**config.mk**
```make
export PLATFORM = sky130hd
export DESIGN_NAME = rs_issue_arbiter
export DESIGN_NICKNAME = d
export VERILOG_FILES = /design/src/rtl/sys_defs.sv /design/src/rtl/rr_picker.sv /design/src/rtl/rs_issue_arbiter.sv
export SDC_FILE = /design/constraint.sdc
export NUM_CORES = 1
export LEC_CHECK = 0
export CORE_MARGIN = 10
export CORE_UTILIZATION = 61
export DETAILED_ROUTE_END_ITERATION = 16
export HOLD_SLACK_MARGIN = 0.1
export PLACE_DENSITY = 0.82
export SLEW_MARGIN = 15
export SYNTH_ARGS = -nofsm -noshare
export SYNTH_HDL_FRONTEND = slang
export SYNTH_SLANG_ARGS = --single-unit
```
**constraint.sdc**
```tcl
create_clock -name clock -period 10.6 [get_ports clock]
set_input_delay 3.18 -clock clock [delete_from_list [all_inputs] [get_ports clock]]
set_output_delay 3.18 -clock clock [all_outputs]
set_load 0.02 [all_outputs]
```
**src/rtl/sys_defs.sv**
```systemverilog
// Shared reservation-station definitions: entry index type, issue-arbiter FSM states
// and the default starvation threshold.
`ifndef RS_SZ
`define RS_SZ 5
`endif

package sys_defs;

    localparam int unsigned RS_SZ          = `RS_SZ;
    localparam int unsigned RS_IDX_W       = (RS_SZ > 1) ? $clog2(RS_SZ) : 1;
    localparam int unsigned RS_ARB_AGE_MAX = 7;

    typedef logic [RS_IDX_W-1:0] RS_IDX;

    typedef enum logic {
        RS_ARB_IDLE,
        RS_ARB_OFFER
    } RS_ARB_STATE;

endpackage

```
**src/rtl/rr_picker.sv**
```systemverilog
// Combinational circular priority picker: first set bit of req at or above start,
// wrapping modulo N.
module rr_picker #(
    parameter  int unsigned N  = 5,
    localparam int unsigned IW = (N > 1) ? $clog2(N) : 1
) (
    input  logic [N-1:0]  req,
    input  logic [IW-1:0] start,
    output logic          found,
    output logic [IW-1:0] idx
);

    always_comb begin
        int unsigned j;
        found = 1'b0;
        idx   = '0;
        j     = 0;
        for (int unsigned off = 0; off < N; off++) begin
            j = (32'(start) + off) % N;
            if (!found && req[j]) begin
                found = 1'b1;
                idx   = IW'(j);
            end
        end
    end

endmodule

```
**src/rtl/rs_issue_arbiter.sv**
```systemverilog
// Round-robin issue select for the reservation station with a registered, stall-stable grant.
// Optional starvation override by per-entry age counters when RS_ARB_AGE_EN is defined.
`ifndef RS_SZ
`define RS_SZ 5
`endif

module rs_issue_arbiter
    import sys_defs::*;
#(
    parameter  int unsigned N_ENTRIES = `RS_SZ,
    parameter  int unsigned AGE_MAX   = RS_ARB_AGE_MAX,
    localparam int unsigned IW        = (N_ENTRIES > 1) ? $clog2(N_ENTRIES) : 1
) (
    input  logic                 clock,
    input  logic                 reset,
    input  logic                 interrupt,
    input  logic                 is_stall,
    input  logic [N_ENTRIES-1:0] req,
    output logic                 grant_en,
    output logic [IW-1:0]        grant_idx,
    output logic                 issue_fire,
    output logic                 starved
);

    RS_ARB_STATE          state_q;
    logic [IW-1:0]        grant_idx_q;
    logic [IW-1:0]        rr_ptr_q;
    logic                 starved_q;

    logic                 cur_req;
    logic                 fire;
    logic [N_ENTRIES-1:0] fire_mask;
    logic [N_ENTRIES-1:0] masked_req;
    logic [IW-1:0]        next_ptr;
    logic [IW-1:0]        rr_start;
    logic                 rr_found;
    logic [IW-1:0]        rr_idx;
    logic                 pick_found;
    logic [IW-1:0]        pick_idx;
    logic                 pick_starved;

    assign grant_en   = (state_q == RS_ARB_OFFER);
    assign grant_idx  = grant_idx_q;
    assign starved    = starved_q;
    assign cur_req    = req[grant_idx_q];
    assign fire       = grant_en & ~is_stall & cur_req & ~interrupt & ~reset;
    assign issue_fire = fire;

    // Clearing the fired entry keeps it from being re-picked before the RS issued bit lands.
    always_comb begin
        fire_mask = '0;
        for (int unsigned i = 0; i < N_ENTRIES; i++) begin
            fire_mask[i] = fire && (grant_idx_q == IW'(i));
        end
    end

    assign masked_req = req & ~fire_mask;
    assign next_ptr   = (grant_idx_q == IW'(N_ENTRIES - 1)) ? '0 : grant_idx_q + IW'(1);
    assign rr_start   = fire ? next_ptr : rr_ptr_q;

    rr_picker #(.N(N_ENTRIES)) u_rr_pick (
        .req   (masked_req),
        .start (rr_start),
        .found (rr_found),
        .idx   (rr_idx)
    );

`ifdef RS_ARB_AGE_EN
    localparam int unsigned AW = (AGE_MAX > 0) ? $clog2(AGE_MAX + 1) : 1;

    logic [AW-1:0]        age_q [N_ENTRIES];
    logic [N_ENTRIES-1:0] aged;
    logic                 age_found;
    logic [IW-1:0]        age_idx;

    always_comb begin
        aged = '0;
        for (int unsigned i = 0; i < N_ENTRIES; i++) begin
            aged[i] = masked_req[i] && (age_q[i] == AW'(AGE_MAX));
        end
    end

    rr_picker #(.N(N_ENTRIES)) u_age_pick (
        .req   (aged),
        .start ('0),
        .found (age_found),
        .idx   (age_idx)
    );

    // Ages count cycles spent requesting without firing, saturating at the threshold.
    always_ff @(posedge clock) begin
        for (int unsigned i = 0; i < N_ENTRIES; i++) begin
            if (reset || interrupt || !req[i] || fire_mask[i]) begin
                age_q[i] <= '0;
            end else if (age_q[i] != AW'(AGE_MAX)) begin
                age_q[i] <= age_q[i] + AW'(1);
            end
        end
    end

    assign pick_found   = rr_found | age_found;
    assign pick_idx     = age_found ? age_idx : rr_idx;
    assign pick_starved = age_found;
`else
    assign pick_found   = rr_found;
    assign pick_idx     = rr_idx;
    assign pick_starved = 1'b0;
`endif

    // Grant FSM: hold under stall, re-pick on fire or on removal of the offered entry.
    always_ff @(posedge clock) begin
        if (reset) begin
            state_q     <= RS_ARB_IDLE;
            grant_idx_q <= '0;
            rr_ptr_q    <= '0;
            starved_q   <= 1'b0;
        end else if (interrupt) begin
            state_q     <= RS_ARB_IDLE;
            rr_ptr_q    <= '0;
            starved_q   <= 1'b0;
        end else begin
            case (state_q)
                RS_ARB_IDLE: begin
                    if (pick_found) begin
                        state_q     <= RS_ARB_OFFER;
                        grant_idx_q <= pick_idx;
                        starved_q   <= pick_starved;
                    end
                end
                RS_ARB_OFFER: begin
                    if (fire) begin
                        rr_ptr_q <= next_ptr;
                    end
                    if (fire || !cur_req) begin
                        if (pick_found) begin
                            grant_idx_q <= pick_idx;
                            starved_q   <= pick_starved;
                        end else begin
                            state_q     <= RS_ARB_IDLE;
                            starved_q   <= 1'b0;
                        end
                    end
                end
                default: begin
                    state_q <= RS_ARB_IDLE;
                end
            endcase
        end
    end

endmodule

```
# Word-level counts from Yosys, hierarchy flattened
# Index checks and enable logic that the tools add are counted.
# totals
register_bits	8
out_inout_bits	6
word_cells	88
# classes
addsub	5
div	5
n_lt_le_gt_ge	6
n_eq_ne	6
mux	33
bitwise	10
reduce_logical	19
# ops
operator	count
$lt 32x4->1 const B	5
$mod 32x3->32 const B	4
$mod 3x3->32 const B	1
$mux 3	9
$bmux 1 s3	6
$mux 1	15
$logic_and 1x1->1	9
$add 3x2->4 const B	2
$eq 3x2->1 const B	2
$pmux 3 s2	1
$and 5x5->5	1
$logic_not 1->1	5
$not 5->5	1
$add 3x1->4 const B	1
$add 3x3->4 const B	1
$and 1x1->1	4
$lt 3x4->1 const B	1
$not 1->1	4
$pmux 1 s2	2
$reduce_and 2->1	2
$add 3x1->3 const B	1
$eq 3x1->1 const B	1
$eq 3x3->1 const B	1
$logic_not 3->1	1
4 further kinds	4

# Depth between registers and ports, before layout
# Gate-level depths: netlist of the first run.
# depth
depth_word	26
ltp_mapped	26
mapped_depth_nobuf	25

# Modules after synthesis
# From an unflattened synthesis of the first run, not the netlist that was laid out.
# hier_totals
hier_cells	287
area_unflattened_um2	2198.4
# by_module_without_submodules
module	n_inst	cells_each	area_each_um2	seq_area_each_um2
rr_picker	1	222	1591.5	0.0
rs_issue_arbiter	1	65	606.8	140.1

# Worst setup path after synthesis of the first run
# No wires, ideal clock.
# synth_path
path_type	input-to-reg
startpoint	in reset
endpoint	reg grant_idx_q[1], in the netlist grant_idx[1]
setup_time_ns	0.122
arrival_ns	8.389
path_slack_ns	2.089
path_stages	25
n_path_buf	4
cell_sequence	buf_6 > or4b_1 > buf_2 > nand2_1 > o221a_4 > clkbuf_1 > inv_1 > ha_1 > clkbuf_1 > inv_1 > ha_1 > o31a_1 > xnor2_1 > ha_1 > nand2b_1 > and4_1 > o21ai_0 > nand4_1 > a2111oi_4 > mux2i_1 > and3b_1 > a311oi_2 > and3b_2 > and2_1 > o311a_1
# synth_between
elab_chain_cells	23
elab_cells_between_ends	53
cone_classes	add/sub: 4; div: 5; eq/ne: 1; mux: 24; bitwise: 4; reduce/logical: 15
# synth_lines
element	line	text
start: declaration	rs_issue_arbiter.sv:15	input logic reset,
parallel branches: the longest is 23 deep, another holds $mod 32x3->32	--	
end signal: assignment	rs_issue_arbiter.sv:126	grant_idx_q <= pick_idx;
end signal: assignment	rs_issue_arbiter.sv:136	grant_idx_q <= pick_idx;
end: declaration	rs_issue_arbiter.sv:26	logic [IW-1:0] grant_idx_q;
# Several ways; the timed one is not identified. The select of a mux whose other input is x is not followed.
# A chain may end at the register's enable or synchronous reset.

# Final worst setup path of the first run
# layout_path
startpoint	in req[2]
endpoint	reg grant_idx_q[1], in the netlist grant_idx[1]
# layout_between
elab_chain_cells	26
elab_cells_between_ends	57
cone_classes	add/sub: 4; div: 5; eq/ne: 1; mux: 26; bitwise: 5; reduce/logical: 16
# layout_lines
element	line	text
start: declaration	rs_issue_arbiter.sv:18	input logic [N_ENTRIES-1:0] req,
parallel branches: the longest is 26 deep, another holds $mod 32x3->32	--	
# Several ways; the timed one is not identified. The select of a mux whose other input is x is not followed.

==> flow_summary.yaml, run 1 <==
run_status:
  status: "finished clean"
clock_tree:
  h-tree-depth: 1
  cts_buffer_depth: 2
  root_buffer: "clkbuf_8"
  cts_resized: 0
  clk_pin_slew_worst_paths_ns: 0.04
  clkLatencyLatePin_ns: 0.22
  cts_setup_buffers: 0
  clkSinkCount: 7
  tritoncts: "built"
  ctsHoldBuffers: 0
  numCtsBuffers: 3
pwr:
  p_leak_nw: 0.9594
  vdd_ir_drop_max_mv: 0.07344
  clkPwrFrac_pct: 26.7
  pwr_density_cell_mw_per_mm2: 53.89
  power.share.switching_pct: 40.37
  comb_power_share_pct: 49.9
  p_int_uw: 80.68
  pwr-share-seq_pct: 23.5
  p_switching_uw: 54.63
setup_path:
  critPathRequiredTime_ns: 10.70
  cp-end-kind: "register"
  startpoint_type: "primary input"
  cp_max_fo: 13
  crit_chain: "clkdlybuf4s50_1 > mux2i_1 > o221ai_2 > and3_1 > nor2_4 > ha_1 > inv_1 > ha_1 > inv_1 > ha_1 > o31a_1 > xnor2_1 > ha_1 > nand2b_1 > and4_1 > o21ai_0 > nand4_1 > a2111oi_4 > mux2i_1 > and3b_1 > a311oi_2 > and3b_2 > and2_1 > o311a_1"
  critical_path_class: "primary input to register"
  rr_worst_depth: 24
  critPathMaxStageDelay_ns: 0.49
  worstPathArrival_ns: 9.60
  r2r-start: "grant_idx[1]"
  crit_top_cell: "ha_1"
  reg2reg_slack_ns: 3.71
  r2r_end: "grant_idx[1]"
  cpMaxStageDelayCell: "clkdlybuf4s50_1"
detailed_routing:
  vias_per_cell: 7.195
  dr.pass1.iters: 5
  first_iter_violations: 258
  wire_per_inst_um: 19.60
  drt-total-wl_um: 7153
  drtAntennaViolNets: 0
  post-route-drc-count: 0
  vias: 2626
floorplanning:
  fp.dieW_um: 82
  initial_core_util_pct: 63.57
  dieArea_mm2: 0.006724
  placementRows: 22
  die_y_um: 82
  io-pin-count: 15
  core_mm2: 0.003689
synth:
  synth_area_leaders: "ha_1 11%, dfxtp_1 6.0%, nand2_1 5.6%"
  synth-seq-cells: 7
  synth-edff-count: 0
  syn_inst: 313
  async_flop_share_pct: 0
  synthFlopType: "dfxtp_1"
  synthDistinctLibCells: 81
  syn_area_mm2: 0.002345
  syn_nets: 343
  synth_top_area_cell: "ha_1"
  ys_seq_area_share_pct: 5.977
  synth_area_per_cell_um2: 7.491
  synth_top_area_share_pct: 11.21
  synth_warnings: 0
final_layout:
  stdcell_count: 365
  final_common_cell: "nand2_1"
  layout_common_cells: "35 x nand2_1, 21 x ha_1, 20 x a21oi_1"
  multi_input_area_mm2: 0.002056
  seq_area_um2: 140.1
  layout.nets: 348
  syn_to_final_growth_pct: 7.097
  n_fill_cell: 333
  antennaDiodeCount: 0
  drive_above_1_share_pct: 12.30
timing:
  skew_ns: 0.001997
  setup-tns-final_ns: 0
  report.final.slew_viol_count: 0
  final.period_utilization_pct: 89.56
  rsz0062_at_grt: "false"
  max_slew_margin_pct: 38.65
  min_period_ns: 9.494
  setup_viol: 0
  hold_viol: 0
  tightest_slew_ns: 0.9125
  clock.fmax_mhz: 105.3
placed_design:
  dp_hpwl_um: 5416
  numPortBuffers: 13
  gp_congestion: 0.9723
  dp.cells: 361
global_route:
  grt_pass1_wl_um: 11390
  grt_pass1_vias: 2396
  overflow: 0
  grt_max_degree: 20
  grt_use_total_pct: 20.89
  antenna_found_initial: 0
flow_run:
  drv_cap: 0
min_path:
  min_path_cells: 2
  min_to: "grant_en"
  min-delay-start: "grant_en"
  hold_path_class: "register to register"
per-layer routing:
| layer | global-route usage (%) | up-vias | wire length [um] |
|---|---|---|---|
| met2 | 34.64 | 142 | 3336 |
| met1 | 25.54 | 1233 | 3079 |
| li1 | - | 1221 | - |
| met3 | 3.057 | 30 | 483 |
| met4 | 10.71 | 0 | 255 |
| met5 | 0 | - | 0 |
registers in the layout, summed over array words and instances, names as in the netlist:
register	flops
grant_en	1
grant_idx	3
rr_ptr_q	3
how the worst max path moves through the flow:
stage	endpoint	from	cells after the start	slack [ns]
global placement	grant_idx[1]	req[2]	24	1.27
CTS	grant_idx[1]	req[2]	24	1.22
finish	grant_idx[1]	req[2]	24	1.11
detailed placement	grant_idx[1]	req[2]	24	1.05
global route	grant_idx[0]	req[2]	24	0.53
floorplan	grant_idx[1]	reset	25	2.09
cell usage after synthesis, types with 6 or more instances:
cell type	n
a211oi_1	8
a21oi_1	20
a31oi_1	7
clkbuf_1	6
dfxtp_1	7
ha_1	21
inv_1	14
mux2i_1	12
nand2_1	35
nand2b_1	10
nand3_1	9
nor2_1	15
nor3_1	16
o21ai_0	12
power by group through the flow:
stage | Sequential, mW | Clock (mW) | Combinational (mW)
final | 0.0317 | 0.0361 | 0.0675
after global routing | 0.0321 | 0.0382 | 0.0727
after CTS | 0.0316 | 0.0366 | 0.0656
after detailed placement | 0.0320 | 0 | 0.0646
after global placement | 0.0319 | 0 | 0.0643
after floorplan | 0.0320 | 0 | 0.0474
worst max-delay path, delay by kind of cell:
family	cells	cell delay, ns
AOI/OAI and AO/OA	6	1.67
xor gates and xnor gates	1	0.22
adders and majority gates	4	1.26
buffers and inverters	3	0.72
muxes	2	0.63
and+or+nand+nor	8	1.89
layout make-up:
class | count | share of cell area, %
Multi-Input combinational cell | 274 | 81.86
Sequential cell | 7 | 5.580
Timing Repair Buffer | 14 | 5.481
Inverter | 18 | 2.890
Tap cell | 48 | 2.392
Clock buffer | 4 | 1.794
metrics by stage:
stage                     power (mW)  setup WS [ns]  instance area [um^2]  util, %  hold slack (ns)
after floorplan              0.07940          2.089                  2345        -           0.5887
after CTS                     0.1338          1.224                  2511    68.08           0.5834
after global routing          0.1431         0.5278                  2511    68.08           0.6136
after global placement       0.09620          1.267                  2466    66.86           0.5455
final                         0.1353          1.106                  2511    68.08           0.5863
after detailed placement     0.09659          1.050                  2466    66.86           0.5480
kinds of logic after synthesis:
kind of cell    share of synthesized area (%)
buf+inv                                 6.350
xor+xnor                                3.255
flops                                   5.976
mux                                     9.071
simple gates                            26.52
compound gates                          37.46
fa+ha+maj                               11.21
other cells                            0.1599
Power figures use the tool's default switching activity.
==> inputs of run 2 (changes only) <==
==> constraint.sdc (replaced) <==
create_clock -name clock -period 9.5 [get_ports clock]
set_input_delay 2.85 -clock clock [delete_from_list [all_inputs] [get_ports clock]]
set_output_delay 2.85 -clock clock [all_outputs]
set_load 0.02 [all_outputs]
==> flow_summary.yaml, run 2 (same netlist as run 1, synthesis figures left out) <==
min_path:
  hold_path_class: "register to register"
  min-delay-start: "grant_en"
setup_path:
  critical_path_class: "primary input to register"
  startpoint_type: "primary input"
  r2r-start: "grant_idx[0]"
  cp-end-kind: "register"
  crit_start: "req[2]"
  worstPathArrival_ns: 9.02
  critPathRequiredTime_ns: 9.64
  cp_max_fo: 13
timing:
  skew_ns: 0.0005267
  tightest_slew_ns: 0.8828
  min_period_ns: 8.872
  report.final.slew_viol_count: 0
  setup-tns-final_ns: 0
  rsz0062_at_grt: "false"
  hold_viol: 0
  final.period_utilization_pct: 93.39
  clock.fmax_mhz: 112.7
  fin_ws_ns: 0.6282
  setup_viol: 0
  max_slew_margin_pct: 40.65
detailed_routing:
  wl_met1_um: 2953
  vias: 2665
  wl_met2_um: 3286
  post-route-drc-count: 0
  drt-total-wl_um: 7022
  drtAntennaViolNets: 0
  wire_per_inst_um: 19.13
  wl_met3_um: 589
  dr.pass1.iters: 5
  vias_per_cell: 7.262
  topRoutingLayerUsed: "met4"
  first_iter_violations: 382
final_layout:
  multi_input_area_mm2: 0.002056
  antennaDiodeCount: 0
  final_common_cell: "nand2_1"
  layout_common_cells: "35 x nand2_1, 21 x ha_1, 20 x a21oi_1"
  fin_area_mm2: 0.002526
  n_fill_cell: 322
  seq_area_um2: 140.1
  syn_to_final_growth_pct: 7.737
  drive_above_1_share_pct: 12.85
  layout.nets: 350
clock_tree:
  clkLatencyLatePin_ns: 0.23
  tritoncts: "built"
  numCtsBuffers: 3
  clk_pin_slew_worst_paths_ns: 0.04
  root_buffer: "clkbuf_8"
  cts_setup_buffers: 0
  cts_buffer_depth: 2
  ctsHoldBuffers: 0
  h-tree-depth: 1
  clkSinkCount: 7
  cts_resized: 0
pwr:
  vdd_ir_drop_max_mv: 0.1403
  power_uw: 153.3
  p_leak_nw: 0.9703
  pwr_density_cell_mw_per_mm2: 60.69
floorplanning:
  placementRows: 22
  dieArea_mm2: 0.006724
  core_mm2: 0.003689
  die_y_um: 82
  initial_core_util_pct: 63.57
  fp.dieW_um: 82
  io-pin-count: 15
global_route:
  antenna_found_initial: 0
  grt_max_degree: 20
  overflow: 0
  grt_pass1_vias: 2374
  grt_pass1_wl_um: 11430
  grt_use_total_pct: 20.83
placed_design:
  post-place-ws_ns: 0.4598
  numPortBuffers: 13
  post_dp_cell_area_mm2: 0.002481
  gp_congestion: 0.9569
  dp_hpwl_um: 5417
flow_run:
  drv_cap: 0
run_status:
  status: "finished clean"
-- run 2: path summary, 6_finish.rpt --
check	end	slack [ns]	depth (start not counted)
worst max-delay path	grant_idx[0]	0.63	25
worst min-delay path	grant_en	0.60	2
worst min register to register	grant_en	0.60	2
worst max register to register	grant_idx[0]	3.06	25
-- run 2: metrics by stage --
stage	instances	hold WS, ns	utilization, %
after global placement	363	0.6005	67.27
final	367	0.6000	68.49
after detailed placement	363	0.5836	67.27
after global routing	367	0.6406	68.49
after floorplan	313	0.5887	-
after CTS	367	0.5955	68.49
-- run 2: cell type report --
type	instances	area share, %
clock buffers	4	1.783
flip-flops and latches	7	5.547
repair buffers	16	6.043
inverters	18	2.873
multi-input cells	274	81.38
well taps	48	2.377
-- run 2: power by group --
part | total (mW) | switching [mW] | internal, mW
Clock | 0.0439 | 0.0147 | 0.0292
Combinational | 0.0744 | 0.0443 | 0.0301
Sequential | 0.0350 | 0.00393 | 0.0311
Total | 0.153 | 0.0629 | 0.0904
-- run 2: worst max-delay path, stage by stage --
cell and delay [ns]:
clkdlybuf4s50_1 0.49, mux2i_1 0.40, o221ai_2 0.26, and3_1 0.29, nor2_4 0.33, ha_1 0.26
inv_1 0.05, ha_1 0.27, buf_4 0.18, inv_1 0.12, ha_1 0.23, o31a_1 0.29
xnor2_1 0.19, ha_1 0.24, nand2b_1 0.17, and4_1 0.23, o21ai_0 0.16, nand4_1 0.16
a2111oi_4 0.49, mux2i_1 0.12, and3b_1 0.23, a311oi_2 0.30, and3b_2 0.29, a21oi_1 0.12
a221oi_2 0.25
-- run 2: metal layers --
| metal | track usage, % | vias to the layer above |
|---|---|---|
| li1 | - | 1233 |
| met1 | 27.75 | 1230 |
| met2 | 33.54 | 176 |
| met3 | 2.183 | 26 |
| met4 | 7.993 | 0 |
| met5 | 0 | - |
==> inputs of run 3 (changes only) <==
--- a/config.mk
+++ b/config.mk
@@ -10,6 +10,7 @@
 export DETAILED_ROUTE_END_ITERATION = 16
 export HOLD_SLACK_MARGIN = 0.1
 export PLACE_DENSITY = 0.82
+export SKIP_CTS_REPAIR_TIMING = 1
 export SLEW_MARGIN = 15
 export SYNTH_ARGS = -nofsm -noshare
 export SYNTH_HDL_FRONTEND = slang
==> results of run 3 <==
No change in the layout: final DEF, timing and power equal those of run 2.
